### src/rtl/maze_pkg.sv
// maze_pkg
// Shared definitions for the maze walker: grid geometry, goal cell,
// coordinate width, the 2-bit move encoding and the walker FSM states.
// No ports; imported by maze_step and maze_walker.
package maze_pkg;

    // The grid is GRID_DIM x GRID_DIM cells, addressed as bit y*8+x of the
    // wall map.
    localparam int GRID_DIM = 8;
    localparam int CELL_W   = 3;

    // Coordinates carry one spare bit, so stepping below 0 or past 7 gives a
    // value of 8..15.  That value is then caught as out of range instead of
    // wrapping back onto the grid.
    localparam int COORD_W = 4;

    localparam logic [COORD_W-1:0] GOAL_X = 4'd7;
    localparam logic [COORD_W-1:0] GOAL_Y = 4'd7;

    typedef enum logic [1:0] {
        UP    = 2'b00,   // y - 1
        RIGHT = 2'b01,   // x + 1
        DOWN  = 2'b10,   // y + 1
        LEFT  = 2'b11    // x - 1
    } move_t;

    typedef enum logic {
        IDLE = 1'b0,
        RUN  = 1'b1
    } state_t;

endpackage

### src/rtl/maze_step.sv
// maze_step
// Purely combinational single-step evaluator for the maze walker.
// Ports:
//   x, y      : current position (COORD_W bits, always on-grid)
//   move      : move to apply
//   wall_map  : 64-bit wall bitmap, bit y*8+x set means wall
//   x_next,
//   y_next    : candidate position after the move (only meaningful when hit=0)
//   hit       : candidate is off-grid or on a wall cell
module maze_step
    import maze_pkg::*;
(
    input  logic [COORD_W-1:0] x,
    input  logic [COORD_W-1:0] y,
    input  move_t              move,
    input  logic [63:0]        wall_map,
    output logic [COORD_W-1:0] x_next,
    output logic [COORD_W-1:0] y_next,
    output logic               hit
);

    logic                    off_grid;
    logic [2*CELL_W-1:0]     cell_idx;
    logic                    on_wall;

    // Candidate position uses full COORD_W arithmetic.  Stepping left or up
    // from 0 therefore lands on 15 rather than wrapping to 7.
    always_comb begin
        x_next = x;
        y_next = y;
        unique case (move)
            UP:      y_next = y - COORD_W'(1);
            RIGHT:   x_next = x + COORD_W'(1);
            DOWN:    y_next = y + COORD_W'(1);
            LEFT:    x_next = x - COORD_W'(1);
            default: ;
        endcase
    end

    // The start cell (0,0) is always free, whatever its wall bit says.
    always_comb begin
        off_grid = (x_next >= COORD_W'(GRID_DIM)) || (y_next >= COORD_W'(GRID_DIM));
        cell_idx = {y_next[CELL_W-1:0], x_next[CELL_W-1:0]};
        on_wall  = wall_map[cell_idx] && (cell_idx != '0);
        hit      = off_grid || on_wall;
    end

endmodule

### src/rtl/maze_walker.sv
// maze_walker
// Walks a genome of 2-bit moves through an 8x8 maze, starting at (0,0).
// A run ends on a collision, on reaching the goal (7,7), or after the last
// move.
// Ports:
//   clk, rst_n : clock, synchronous active-low reset
//   start      : begin a run (accepted only in IDLE while done is low)
//   genome     : 2*GENOME_LEN bits; move i in bits [2i+1:2i]
//   wall_map   : 64-bit wall bitmap, bit y*8+x
//   busy       : high while a run is in progress
//   done       : one-cycle pulse when the result outputs become valid
//   x_fin,
//   y_fin      : final position
//   alive      : walker finished without colliding
//   moves_used : moves consumed, including the one that ended the run
module maze_walker
    import maze_pkg::*;
#(
    parameter int GENOME_LEN = 16
) (
    input  logic                            clk,
    input  logic                            rst_n,
    input  logic                            start,
    input  logic [2*GENOME_LEN-1:0]         genome,
    input  logic [63:0]                     wall_map,
    output logic                            busy,
    output logic                            done,
    output logic [COORD_W-1:0]              x_fin,
    output logic [COORD_W-1:0]              y_fin,
    output logic                            alive,
    output logic [$clog2(GENOME_LEN+1)-1:0] moves_used
);

    localparam int MU_W = $clog2(GENOME_LEN+1);
    localparam logic [MU_W-1:0] LAST_IDX = MU_W'(GENOME_LEN-1);

    state_t                  state;
    state_t                  state_next;
    logic [2*GENOME_LEN-1:0] genome_q;
    logic [63:0]             walls_q;
    logic [COORD_W-1:0]      x_next;
    logic [COORD_W-1:0]      y_next;
    logic                    hit;
    logic                    goal;
    logic                    last;
    logic                    load;
    logic                    step;
    logic                    finish;

    // The genome is shifted right after each move, so the move to apply is
    // always in the low two bits.
    maze_step u_step (
        .x        (x_fin),
        .y        (y_fin),
        .move     (move_t'(genome_q[1:0])),
        .wall_map (walls_q),
        .x_next   (x_next),
        .y_next   (y_next),
        .hit      (hit)
    );

    assign busy = (state == RUN);

    always_ff @(posedge clk) begin
        if (!rst_n) begin
            state <= IDLE;
        end else begin
            state <= state_next;
        end
    end

    // Next-state logic.  A start that arrives in the same cycle as done is
    // ignored.  The result must stay readable for at least that cycle.
    always_comb begin
        state_next = state;
        load       = 1'b0;
        step       = 1'b0;
        finish     = 1'b0;
        goal       = !hit && (x_next == GOAL_X) && (y_next == GOAL_Y);
        last       = (moves_used == LAST_IDX);
        unique case (state)
            IDLE: begin
                if (start && !done) begin
                    load       = 1'b1;
                    state_next = RUN;
                end
            end
            RUN: begin
                step = 1'b1;
                if (hit || goal || last) begin
                    finish     = 1'b1;
                    state_next = IDLE;
                end
            end
            default: state_next = IDLE;
        endcase
    end

    // The result registers also serve as the working position and counter.
    // Between done and the next accepted start, nothing updates them.
    always_ff @(posedge clk) begin
        if (!rst_n) begin
            genome_q   <= '0;
            walls_q    <= '0;
            x_fin      <= '0;
            y_fin      <= '0;
            alive      <= 1'b0;
            moves_used <= '0;
            done       <= 1'b0;
        end else begin
            done <= finish;
            if (load) begin
                genome_q   <= genome;
                walls_q    <= wall_map;
                x_fin      <= '0;
                y_fin      <= '0;
                alive      <= 1'b1;
                moves_used <= '0;
            end else if (step) begin
                genome_q   <= genome_q >> 2;
                moves_used <= moves_used + MU_W'(1);
                if (hit) begin
                    alive <= 1'b0;
                end else begin
                    x_fin <= x_next;
                    y_fin <= y_next;
                end
            end
        end
    end

endmodule

### config.mk
export PLATFORM = sky130hd
export DESIGN_NAME = maze_walker
export DESIGN_NICKNAME = d
export VERILOG_FILES = /design/src/rtl/maze_pkg.sv /design/src/rtl/maze_step.sv /design/src/rtl/maze_walker.sv
export SDC_FILE = /design/constraint.sdc
export NUM_CORES = 1
export LEC_CHECK = 0
export CORE_UTILIZATION = 50
export DETAILED_ROUTE_END_ITERATION = 8
export PLACE_DENSITY = 0.81
export REMOVE_ABC_BUFFERS = 1
export SLEW_MARGIN = 20
export SYNTH_ARGS = -nofsm -noshare
export SYNTH_HDL_FRONTEND = slang
export SYNTH_SLANG_ARGS = --single-unit
### constraint.sdc
create_clock -name clk -period 4.16 [get_ports clk]
set_clock_uncertainty 0.1 [all_clocks]
set_input_delay 0.832 -clock clk [delete_from_list [all_inputs] [get_ports clk]]
set_output_delay 0.832 -clock clk [all_outputs]
set_load 0.005 [all_outputs]
-- After elaboration in Yosys (flattened, before gate mapping)
Cells that the tools add are included.
- bits in registers: 112
- input bits: 99
- output and inout bits: 16
- add/sub/neg operators: 5
- order comparisons: 3
- equal/unequal tests: 6
- multiplexer cells: 15
- bitwise gates (word level): 3
- reductions and logical operators: 18
- operators by type and width (kind ; number):
    two-way mux 32 bit ; 2
    case mux 4 bit (2 select lines) ; 2
    two-way mux 1 bit ; 9
    adder 4 x 1 -> 4 bit (second input constant) ; 2
    == test 4 x 3 -> 1 bit (second input constant) ; 2
    >= comparator 4 bit (second input constant) ; 2
    subtractor 4 x 1 -> 4 bit (second input constant) ; 2
    < comparator 6 x 7 -> 1 bit (second input constant) ; 1
    binary-select mux 1 bit (select 6 bit) ; 1
    AND reduction 2 bit ; 3
    nonzero test 6 bit ; 1
    adder 5 x 1 -> 5 bit (second input constant) ; 1
    == test 5 x 4 -> 1 bit (second input constant) ; 1
    == test 2 bit (second input constant) ; 2
    logical AND 1 bit ; 4
    logical OR 1 bit ; 4
    nonzero test 2 bit ; 2
    NOT 1 bit ; 3
    == test 2 x 1 -> 1 bit (second input constant) ; 1
    logical NOT 1 bit ; 2
    logical NOT 2 bit ; 1
    case mux 1 bit (2 select lines) ; 1
    OR reduction 2 bit ; 1

-- Longest topological paths before layout
- depth after elaboration: 13
- depth in mapped cells: 13
- gate-level depth less buffers: 11

-- Modules after synthesis
A second synthesis with hierarchy kept.
- cell total of the unflattened synthesis: 637
- area total of the unflattened synthesis: 5849.4 um2
- modules (own cells, without submodules) (module ; instances ; cells each ; area each (um2)):
    maze_walker ; 1 ; 496 ; 4393.0
    maze_step ; 1 ; 141 ; 1456.4

-- Worst setup path after synthesis
Ideal clock, no wire load.
- path kind: register to register
- from: register x_fin[1]
- to: register x_fin[3]
- library setup time: 0.116 ns
- arrival time: 2.908 ns
- data required time: 3.944 ns
- slack: 1.035 ns
- cell stages (with the launch flop): 14
- buffers on the path: 3
- cells stage by stage: dfxtp_1 buf_2 buf_2 xnor2_1 ha_1 and3_1 clkbuf_1 o21ai_0 o21ai_0 nand3b_1 mux4_2 a32oi_4 nand2_2 and4_1
- cells in the longest elaborated chain, start to end: 8
- RTL lines (element ; line ; text):
    start, declared ; maze_walker.sv:28 ; output logic [COORD_W-1:0] x_fin,
    start signal, assigned ; maze_walker.sv:125 ; x_fin <= x_next;
    subtractor 4 x 1 -> 4 bit or adder 4 x 1 -> 4 bit (tied branches) ; maze_step.sv:35, maze_step.sv:33 ;
    case mux 4 bit (2 select lines) (*) ; maze_step.sv:31 ; unique case (move)
    binary-select mux 1 bit (select 6 bit) ; maze_step.sv:44 ; on_wall = wall_map[cell_idx] && (cell_idx != '0);
    two-way mux 1 bit (not written as such) ; maze_step.sv:44 ;
    logical AND 1 bit ; maze_step.sv:44 ;
    logical OR 1 bit ; maze_step.sv:45 ; hit = off_grid || on_wall;
    NOT 1 bit (no source line) ; - ;
    AND reduction 2 bit (no source line) ; - ;
Mark *: on every way between the ends. The rest lies on a longest branch, timed or not. The select of a mux whose other input is x is not followed.
A chain may end at the register's enable or synchronous reset.

-- Worst setup path after layout
- from: register genome_q[1]
- to: register x_fin[3]
- cells in the longest elaborated chain, start to end: 8
- RTL lines (element ; line ; text):
    start, declared ; maze_walker.sv:39 ; logic [2*GENOME_LEN-1:0] genome_q;
    start signal, assigned ; maze_walker.sv:113 ; genome_q <= genome;
    start signal, assigned ; maze_walker.sv:120 ; genome_q <= genome_q >> 2;
    == test 2 bit, or another cell as far along ; maze_step.sv:31 ;
    case mux 4 bit (2 select lines) ; maze_step.sv:31 ;
    binary-select mux 1 bit (select 6 bit) ; maze_step.sv:44 ;
    two-way mux 1 bit (not written as such) ; maze_step.sv:44 ;
    logical AND 1 bit ; maze_step.sv:44 ;
    logical OR 1 bit ; maze_step.sv:45 ;
    NOT 1 bit (no source line) ; - ;
    AND reduction 2 bit (no source line) ; - ;
Parallel ways exist; a longest one is shown, timed or not. The select of a mux whose other input is x is not followed.

==> flow_metrics.tcl <==
set metrics [dict create \
    register_area_um2 2223 \
    first_iter_violations 265 \
    clock-sinks 111 \
    antenna_found_initial 0 \
    port_buffers 113 \
    grt_pass1_wl_um 22290 \
    drc_errors 0 \
    h-tree-depth 3 \
    layout.cells.non_filler 907 \
    ys_ff_latch 111 \
    cts_tree "yes" \
    drt-pass1-iter-count 5 \
    synthArstFlopShare 0 \
    crit_top_cell "o21ai_0" \
    initial_core_util 0.5199 \
    wl_per_cell_um 15.03 \
    layout-drive-gt1-share 0.07301 \
    synthCells 680 \
    yosys_warnings 0 \
    diodes 0 \
    nets 867 \
    cts_root_buf "clkbuf_16" \
    dp.cells 891 \
    clk_pin_slew_ps 80 \
    finalPower_mw 2.590 \
    grt_max_degree 72 \
    cp-end-kind "flop" \
    p_int_mw 1.865 \
    synth-edff-count 0 \
    synthesis.area_um2 5685 \
    switching_share 0.2798 \
    rsz0062_at_grt "false" \
    synth_top_area_cell "dfxtp_1" \
    cp_max_fo 7 \
    ioPinCount 115 \
    outcome "completed" \
    critPathArrivalTime_ps 3410 \
    drt_wl_total_um 13630 \
    hold_viol 0 \
    coreArea_um2 10940 \
    synth_top_area_share 0.3908 \
    clk_path_buf_depth 2 \
    dr_total_vias 4994 \
    p_sw_mw 0.7246 \
    cts_buffers 9 \
    worst_setup_path_start_kind "flop" \
    num_rows 38 \
    post-cts-setup-buffers 0 \
    worstPathRequired_ps 4320 \
    p_leak_nw 2.713 \
    synth_area_leaders "dfxtp_1, nand2_1, a21boi_0" \
    p_per_area_nw_per_um2 361.7 \
    min_path_type "flop to flop" \
    cts_hold_buffers 0 \
    gp_congestion 0.8498 \
    critPathMaxStageDelay_ps 500 \
    p_clk_frac 0.350 \
    grt.total_usage 0.2414 \
    synth.avg_cell_area_um2 8.361 \
    overflow 0 \
    routed_via_density 5.506 \
    min_period_ps 3253 \
    path_cells "nand2_1 > xnor2_1 > ha_1 > and3_1 > o21ai_0 > o21ai_0 > nand3b_1 > mux4_2 > a32oi_4 > nand2_2 > and4_1" \
    p_seq_frac 0.461 \
    setup_viol 0 \
    multiInputGateArea_um2 3216 \
    worst_pin_slew_ps 866.0 \
    fmax_mhz 307.4 \
    drv_slew 0 \
    fillCellCount 924 \
    vdd_drop_max_mv 0.3080 \
    drv_cap 0 \
    cts_resized 0 \
    slowest_stage "mux4_2" \
    insertion_delay_ps 360 \
    first_global_vias 4866 \
    place.detailed.hpwl_um 9666 \
    antenna_left 0 \
    synth-main-ff-cell "dfxtp_1" \
    slew_headroom 0.4227 \
    die_area_um2 11800 \
    combPwrFrac 0.189 \
    fin_crit_sh 0.7820 \
    seq_area_frac_synth 0.3908 \
    crit_type "flop to flop" \
    netlist-cell-type-count 64 \
    die_h_um 108.6 \
    area_growth_pct 25.95 \
    fp.dieW_um 108.6 \
]
logic make-up (layout without fill, tap and decap cells):
family	after synthesis	after routing	synth area share
simple gates	281	281	0.2412
fa+ha+maj	6	6	0.01452
compound gates	162	162	0.1919
flops	111	111	0.3908
buf+inv	61	148	0.04665
xor+xnor	8	8	0.01365
mux	51	51	0.1012
critical path, delay by kind of cell (launching register included):
| family | cells | cell delay (ps) |
|---|---|---|
| mux | 1 | 500 |
| xor+xnor | 1 | 140 |
| simple gates | 5 | 1020 |
| flops | 1 | 460 |
| fa+ha+maj | 1 | 360 |
| compound gates | 3 | 550 |
cells in the final DEF (no fill, tap or decap), drive strengths merged, types with 2 or more instances in the layout:
master / instances
nand2: 166
clkdlybuf4s50: 112
dfxtp: 111
a21boi: 63
o21ai: 56
mux2i: 44
and2: 30
nor2: 22
nand3: 13
inv: 12
o22ai: 11
buf: 11
nand3b: 9
clkbuf: 9
a21oi: 7
nor3b: 7
nor3: 6
mux4: 5
ha: 5
nand2b: 5
xnor2: 5
a31oi: 4
and3b: 4
nor2b: 4
and3: 3
o21a: 3
nand4: 3
xor2: 3
a211o: 2
mux2: 2
a221o: 2
or2: 2
a211oi: 2
nor4b: 2
and4: 2
clkinv: 2
path summary, 6_finish.rpt:
path / startpoint / to / slack (ps) / cells past startpoint
setup / recovery: genome_q[1] / x_fin[3] / 910 / 11
setup reg to reg: genome_q[1] / x_fin[3] / 910 / 11
hold reg to reg: walls_q[26] / walls_q[26] / 370 / 2
hold / removal: walls_q[26] / walls_q[26] / 370 / 2
power groups by stage:
stage | Combinational, mW | Sequential, mW | Clock (mW)
after floorplan | 0.280 | 1.22 | 0
after global placement | 0.473 | 1.21 | 0
after detailed placement | 0.489 | 1.22 | 0
after CTS | 0.491 | 1.19 | 0.916
after global routing | 0.543 | 1.20 | 0.954
final | 0.490 | 1.19 | 0.907
synth_stat cells (all sizes together) (6+ instances only):
master / number
nand2: 166
dfxtp: 111
a21boi: 63
o21ai: 56
mux2i: 44
clkbuf: 36
and2: 30
nor2: 22
buf: 16
nand3: 13
o22ai: 11
inv: 9
nand3b: 9
a21oi: 7
nor3b: 7
nor3: 6
metal layers:
metal	vias to the layer above	global-route usage	share of wire	routed length, µm
li1	2506	-	-	-
met1	2338	0.2932	0.44	5962
met2	128	0.4127	0.48	6604
met3	22	0.06635	0.063	855
met4	0	0.07722	0.015	209
met5	-	0	0	0
state kept, by name, indices dropped and copies added (netlist names):
signal      count
alive           1
genome_q       32
done            1
x_fin           4
busy            1
moves_used      5
y_fin           4
walls_q        63
stage by stage:
stage | utilization | setup WS (ps) | area [µm²] | setup TNS, ps | hold slack (ps)
floorplan | - | -1551 | 5454 | -110490 | 339.9
global placement | 0.6263 | 849.4 | 6849 | 0 | 351.1
detailed placement | 0.6263 | 739.8 | 6849 | 0 | 357.6
CTS | 0.6548 | 901.7 | 7161 | 0 | 368.4
global route | 0.6548 | 672.7 | 7161 | 0 | 386.2
finish | 0.6548 | 907.0 | 7161 | 0 | 367.6
final cells by class:
| class | instances | share of cell area |
|---|---|---|
| Multi-Input combinational cell | 508 | 0.4491 |
| Sequential cell | 111 | 0.3105 |
| Timing Repair Buffer | 123 | 0.1677 |
| Clock buffer | 9 | 0.03145 |
| Tap cell | 140 | 0.02446 |
| Clock inverter | 7 | 0.01206 |
| Inverter | 9 | 0.004718 |
Note: power is estimated with default switching activity, not from simulation.
